### src/rtl/phase_xform_pkg.sv
`default_nettype none
// +----------------------------------------------------------------------+
// | phase_xform_pkg : transform modes and reset phase-table contents     |
// | Rev 1.0                                                              |
// +----------------------------------------------------------------------+
package phase_xform_pkg;

  typedef enum logic [1:0] {
    MODE_PASS = 2'd0,
    MODE_INV  = 2'd1,
    MODE_XOR  = 2'd2,
    MODE_ROTL = 2'd3
  } mode_t;

  // Entry 1 passes, every other entry inverts: the legacy behaviour.
  function automatic mode_t reset_mode(input int idx);
    return (idx == 1) ? MODE_PASS : MODE_INV;
  endfunction

endpackage
`default_nettype wire

### src/rtl/phase_xform_alu.sv
`default_nettype none
// +----------------------------------------------------------------------+
// | phase_xform_alu : combinational data transform selected by mode      |
// | Rev 1.0                                                              |
// +----------------------------------------------------------------------+
module phase_xform_alu
  import phase_xform_pkg::*;
#(
  parameter int WIDTH = 32
) (
  input  logic [WIDTH-1:0] data,
  input  mode_t            mode,
  input  logic [WIDTH-1:0] key,
  output logic [WIDTH-1:0] result
);

  localparam int SW = $clog2(WIDTH);

  logic [SW-1:0]    rot_amt;
  logic [WIDTH-1:0] rot_data;

  assign rot_amt = key[SW-1:0];
  // A right shift by the full width yields zero, so an amount of 0 falls out as a pass.
  assign rot_data = (data << rot_amt) | (data >> (WIDTH - int'(rot_amt)));

  always_comb begin
    result = data;
    case (mode)
      MODE_PASS: result = data;
      MODE_INV:  result = ~data;
      MODE_XOR:  result = data ^ key;
      MODE_ROTL: result = rot_data;
      default:   result = data;
    endcase
  end

endmodule
`default_nettype wire

### src/rtl/phase_xform.sv
`default_nettype none
// +----------------------------------------------------------------------+
// | phase_xform : phase-sequenced registered data transformer            |
// | Rev 1.0                                                              |
// +----------------------------------------------------------------------+
module phase_xform
  import phase_xform_pkg::*;
#(
  parameter  int WIDTH  = 32,
  parameter  int NPHASE = 8,
  localparam int PW     = $clog2(NPHASE)
) (
  input  logic             clk,
  input  logic             rst,
  input  logic             cfg_we,
  input  logic [PW-1:0]    cfg_idx,
  input  logic [1:0]       cfg_mode,
  input  logic [WIDTH-1:0] cfg_key,
  input  logic             last_we,
  input  logic [PW-1:0]    last_val,
  input  logic             in_valid,
  output logic             in_ready,
  input  logic [WIDTH-1:0] in_data,
  output logic             out_valid,
  input  logic             out_ready,
  output logic [WIDTH-1:0] out_data,
  output logic [PW-1:0]    out_phase,
  output logic [PW-1:0]    cur_phase
);

  mode_t            mode_tab [NPHASE];
  logic [WIDTH-1:0] key_tab  [NPHASE];
  logic [PW-1:0]    last_phase;
  logic             accept;
  logic [WIDTH-1:0] xform_data;

  assign in_ready = !out_valid || out_ready;
  assign accept   = in_valid && in_ready;

  phase_xform_alu #(.WIDTH(WIDTH)) u_alu (
    .data   (in_data),
    .mode   (mode_tab[cur_phase]),
    .key    (key_tab[cur_phase]),
    .result (xform_data)
  );

  // Table and wrap point: writes land at the edge, so a same-cycle beat sees old values.
  always_ff @(posedge clk) begin
    if (rst) begin
      for (int i = 0; i < NPHASE; i++) begin
        mode_tab[i] <= reset_mode(i);
        key_tab[i]  <= '0;
      end
      last_phase <= PW'(NPHASE - 1);
    end else begin
      if (cfg_we) begin
        mode_tab[cfg_idx] <= mode_t'(cfg_mode);
        key_tab[cfg_idx]  <= cfg_key;
      end
      if (last_we) last_phase <= last_val;
    end
  end

  always_ff @(posedge clk) begin
    if (rst) begin
      out_valid <= 1'b0;
      out_data  <= '0;
      out_phase <= '0;
      cur_phase <= '0;
    end else if (accept) begin
      out_valid <= 1'b1;
      out_data  <= xform_data;
      out_phase <= cur_phase;
      // >= so a phase stranded beyond a lowered wrap point still returns to 0.
      cur_phase <= (cur_phase >= last_phase) ? '0 : cur_phase + PW'(1);
    end else if (out_ready) begin
      out_valid <= 1'b0;
    end
  end

  a_hold_stalled : assert property (@(posedge clk) disable iff (rst)
    (out_valid && !out_ready) |=> (out_valid && $stable(out_data) && $stable(out_phase)));

endmodule
`default_nettype wire

### config.mk
export PLATFORM = sky130hd
export DESIGN_NAME = phase_xform
export DESIGN_NICKNAME = d
export VERILOG_FILES = /design/src/rtl/phase_xform_pkg.sv /design/src/rtl/phase_xform_alu.sv /design/src/rtl/phase_xform.sv
export SDC_FILE = /design/constraint.sdc
export NUM_CORES = 1
export LEC_CHECK = 0
export ABC_AREA = 1
export CAP_MARGIN = 40
export CORE_ASPECT_RATIO = 2
export CORE_MARGIN = 2
export CORE_UTILIZATION = 45
export DETAILED_ROUTE_END_ITERATION = 10
export PLACE_DENSITY = 0.71
export RECOVER_POWER = 100
export SYNTH_ARGS = -nofsm -noshare
export SYNTH_HDL_FRONTEND = slang
export SYNTH_SLANG_ARGS = --single-unit
### constraint.sdc
create_clock -name clk -period 7.6 [get_ports clk]
set_clock_uncertainty 0.2 [all_clocks]
set_input_delay 0.76 -clock clk [delete_from_list [all_inputs] [get_ports clk]]
set_output_delay 0.76 -clock clk [all_outputs]
set_load 0.05 [all_outputs]
## Word level (Yosys, flattened, before mapping)

Memories as Yosys holds them, arrays and structs flattened. A register that Yosys moved wholly into a read port is not among the register bits.
Cells that the tools add are included.

- Mux-type cells: 19
- Equal/unequal tests: 3
- Shift-type cells: 2
- Bitwise operators: 3
- Add/sub/neg operators: 2
- Order comparisons: 1
- Reductions and logical operators: 7

Operators by type and width:

| cell | number |
|---|---|
| case mux 32 bit (4 select lines) | 1 |
| 2-to-1 mux 32 bit | 1 |
| NOT 32 bit | 1 |
| OR 32 bit | 1 |
| OR reduction 32 bit | 1 |
| left shift 32 x 5 -> 32 bit | 1 |
| >> shifter 32 x 32 -> 32 bit | 1 |
| XOR 32 bit | 1 |
| 2-to-1 mux 3 bit | 7 |
| 2-to-1 mux 1 bit | 9 |
| subtractor 6 x 5 -> 7 bit (first input constant) | 1 |
| == test 2 bit (second input constant) | 2 |
| adder 3 x 1 -> 3 bit (second input constant) | 1 |
| greater-or-equal comparator 3 bit | 1 |
| == test 2 x 1 -> 1 bit (second input constant) | 1 |
| zero test 2 bit | 1 |
| 2-to-1 mux 2 bit | 1 |
| nonzero test 2 bit | 1 |
| OR reduction 2 bit | 1 |
| logical AND 1 bit | 1 |
| zero test 1 bit | 1 |
| logical OR 1 bit | 1 |

- Bits of input ports: 78
- RAM bits: 272
- Output and inout port bits: 40
- Register bits: 42
- Memories kept: 2

Memories:

| memory | depth | width | rd ports | clocked after Yosys merged registers in | wr ports | line | text |
|---|---|---|---|---|---|---|---|
| key_tab | 8 | 32 | 1 | 1 | 8 | phase_xform.sv:32 | `logic [WIDTH-1:0] key_tab [NPHASE];` |
| mode_tab | 8 | 2 | 1 | 1 | 8 | phase_xform.sv:31 | `mode_t mode_tab [NPHASE];` |

## Logic depth before layout (Yosys ltp)

- Depth in word-level cells: 5
- Gate-level depth with buffers: 23

## Modules after synthesis

Synthesis repeated with hierarchy kept, for this count alone.

- Cells, all modules: 2345
- Area total of the unflattened synthesis: 18238.7 um^2

By module, submodules not included:

| module | area an instance (um^2) | seq. area each (um^2) | instances | cells an instance |
|---|---|---|---|---|
| phase_xform | 13925.9 | 9068.7 | 1 | 1426 |
| phase_xform_alu | 4312.9 | 0.0 | 1 | 919 |

## Worst setup path after synthesis

OpenSTA, ideal clock, no wires.

- Path kind: input-to-reg
- Start point: input rst
- End point: memory key_tab[6][0] (enable)
- Arrival: 2.490 ns
- Cell stages on the path: 9
- Setup slack: 4.419 ns
- Required time: 6.909 ns
- Cells stage by stage: clkbuf_1 > clkinv_1 > nand2_1 > nor2_1 > inv_1 > nor2_1 > clkinv_1 > clkbuf_1 > nand2_1

RTL lines:

| what | line | text |
|---|---|---|
| start, declared | phase_xform.sv:14 | `input logic rst,` |
| end, declared | phase_xform.sv:32 |  |

==> impl_metrics.json <==
{
  "antenna_left": 0,
  "drive_above_1_share": 0.0435,
  "yosysWarnings": 0,
  "rsz0062_at_grt": "false",
  "hold_buffers": 0,
  "end_kind": "flip-flop",
  "fin_crit_ns": 6.38,
  "cts-resized-gates": 0,
  "drc": 0,
  "final_cell_mix": "nor2_1 (454), nand2_1 (404), nand3_1 (295)",
  "yosysSeqAreaShare": 0.515,
  "die-area_sq_um": 40800,
  "grt_overflow": 0,
  "core_area_sq_um": 38700,
  "slew_viol_final": 305,
  "worst_slew_pin_slew_ns": 2.55,
  "num_rows": 102,
  "cts.clk_slew.worst_paths_ns": 0.07,
  "fin_nets": 2342,
  "synth-adder-area-share": 0.00426,
  "hold_path_class": "reg -> reg",
  "port_buffers": 117,
  "ys_types": 38,
  "status": "complete, but fails checks",
  "stdcell_area_sq_um": 20000,
  "powerDensity_nw_per_um2": 269,
  "clockBufferDepth": 3,
  "p_total_mw": 5.38,
  "final_common_cell": "nor2_1",
  "yosys.area_share.simple": 0.277,
  "hold_slack_ns": 0.263,
  "cp_max_fo": 34,
  "slew_headroom": -0.699,
  "vias": 16700,
  "final-seq-area_sq_um": 9070,
  "syn_nets": 2290,
  "synth_xor_area_frac": 0.0109,
  "crit_type": "in -> reg",
  "internal_power_mw": 3.24,
  "fin_cells": 2799,
  "grt_first_pass_wirelength_um": 107000,
  "yosys.area.top_type": "edfxtp_1",
  "fin_crit_sh": 0.839,
  "syn_avg_cell_area_sq_um": 7.99,
  "cts_root_buffer": "clkbuf_16",
  "reg2reg_slack_ns": 1.55,
  "grt_pass1_vias": 16200,
  "cts_buffers": 28,
  "dpl.hpwl_um": 50400,
  "place_congestion": 1.09,
  "cap_viol_max_count": 9,
  "cts_tree": "done",
  "violations": "capacitance limit, slew limit",
  "ir_drop_v": 0.000200,
  "multiInputGateArea_sq_um": 7360,
  "clock_latency_ns": 0.58,
  "synth_top_family_by_area": "simple AND/OR/NAND/NOR gates",
  "drt_first_pass_iters": 6,
  "ios": 118,
  "dp.cells": 2743,
  "syn_area_sq_um": 17600,
  "grt_start_max_net_pins": 71,
  "antenna_found_initial": 9,
  "wl_per_cell_um": 26.6,
  "leakagePower_nw": 8.17,
  "muxShareOfSynthArea": 0.000568,
  "numClockSinks": 317,
  "cp.arrival_ns": 6.26,
  "ys_seq_elements": 317,
  "yosys-top-cells-area": "edfxtp_1 (46%), nor2_1 (9.7%), nand2_1 (8.6%)",
  "area_growth_pct": 13.5,
  "synth_compound_area_frac": 0.125,
  "synth_top_area_share": 0.464,
  "p_sw_frac": 0.398,
  "cts_setup_buffers": 0,
  "die_w_um": 144,
  "vias_per_cell": 5.96,
  "setup_violations": 0,
  "nFillCells": 3750,
  "max_clock_freq_ghz": 0.157,
  "p_comb_frac": 0.360,
  "clockPowerShare": 0.257,
  "postPlaceCellArea_sq_um": 19200,
  "cp-start-kind": "primary input",
  "hold_violations": 0,
  "track_usage": 0.368,
  "dieHeight_um": 284,
  "wirelength_um": 74500,
  "finalSetupTns_ns": 0,
  "drt_iter0_drc": 1989,
  "p_switching_mw": 2.14,
  "required_ns": 7.48,
  "floorplan.initialDensity": 0.456,
  "p_seq_frac": 0.382,
  "htree_levels": 1,
  "synthCells": 2206
}
-- power by group through the flow --
stage | combinational, mW | sequential (mW) | clock (mW)
after global placement | 1.81 | 2.09 | 0
final | 1.94 | 2.06 | 1.38
after floorplan | 1.02 | 2.16 | 0
after global routing | 2.05 | 2.07 | 1.45
after CTS | 1.82 | 2.06 | 1.39
after detailed placement | 1.82 | 2.09 | 0
-- sequential cells by signal, indices dropped and copies added, names as in the netlist, named ones only --
register and count:
cur_phase 3, key_tab 256, last_phase 3, mode_tab 16
out_data 32, out_phase 3, out_valid 1
-- metrics by stage --
stage                      util  setup slack, ns
final                     0.517             1.22
after global routing      0.517             1.07
after global placement    0.494             2.54
after detailed placement  0.496             2.72
after floorplan               -             4.42
after CTS                 0.518             2.70
-- cell usage after synthesis, drive strengths merged --
master,n
ha,6
and2,1
o221ai,25
edfxtp,272
a21oi,81
nand2,407
o211ai,10
o21ai,227
a32o,5
or2,2
xor2,21
buf,61
clkbuf,88
a211oi,4
dfxtp,45
o21a,1
o22ai,31
clkinv,7
nand3b,4
xnor2,1
nand3,295
o2111ai,1
inv,134
nor2,458
nand4,12
a22oi,1
mux2i,1
a31oi,5
-- critical path, cell delays in order --
cell,delay [ns]
dlygate4sd3_1,0.53
clkbuf_1,0.67
clkinv_1,0.24
clkbuf_1,0.43
nand3_1,0.26
nor2_1,0.08
clkinv_1,0.05
clkbuf_1,1.65
nand2_1,0.75
clkbuf_2,0.80
-- final cells by class --
class,count,area share
sequential,317,0.454
timing repair buffer,171,0.0757
antenna,3,0.000375
clock inverter,15,0.00726
multi-input combinational,1599,0.368
tap,520,0.0325
inverter,141,0.0265
clock buffer,33,0.0360
-- path summary, 6_finish.rpt --
path	depth (start not counted)	endpoint	startpoint
worst max register to register	18	out_data[4]	flip-flop
worst min register to register	2	out_data[18]	out_data[18]
worst max-delay path	10	key_tab[7][7]	rst
worst min-delay path	2	out_data[18]	out_data[18]
-- cell families (layout without fill, tap and decap cells) --
| logic type | after synthesis | after routing |
|---|---|---|
| adder cells (fa/ha/maj) | 6 | 6 |
| flip-flops | 317 | 317 |
| AO/OA/AOI/OAI | 391 | 391 |
| AND/OR/NAND/NOR | 1179 | 1179 |
| multiplexers | 1 | 1 |
| other | 0 | 3 |
| XOR/XNOR | 22 | 22 |
| buffers and inverters | 290 | 360 |
-- per-layer routing --
metal | vias to the layer above | part of all wire | GRT usage
met5 | - | 0.0013 | 0
met4 | 14 | 0.11 | 0.319
met3 | 279 | 0.083 | 0.101
met2 | 879 | 0.49 | 0.611
met1 | 7906 | 0.31 | 0.371
li1 | 7598 | - | -
(Power assumes the default switching activity.)
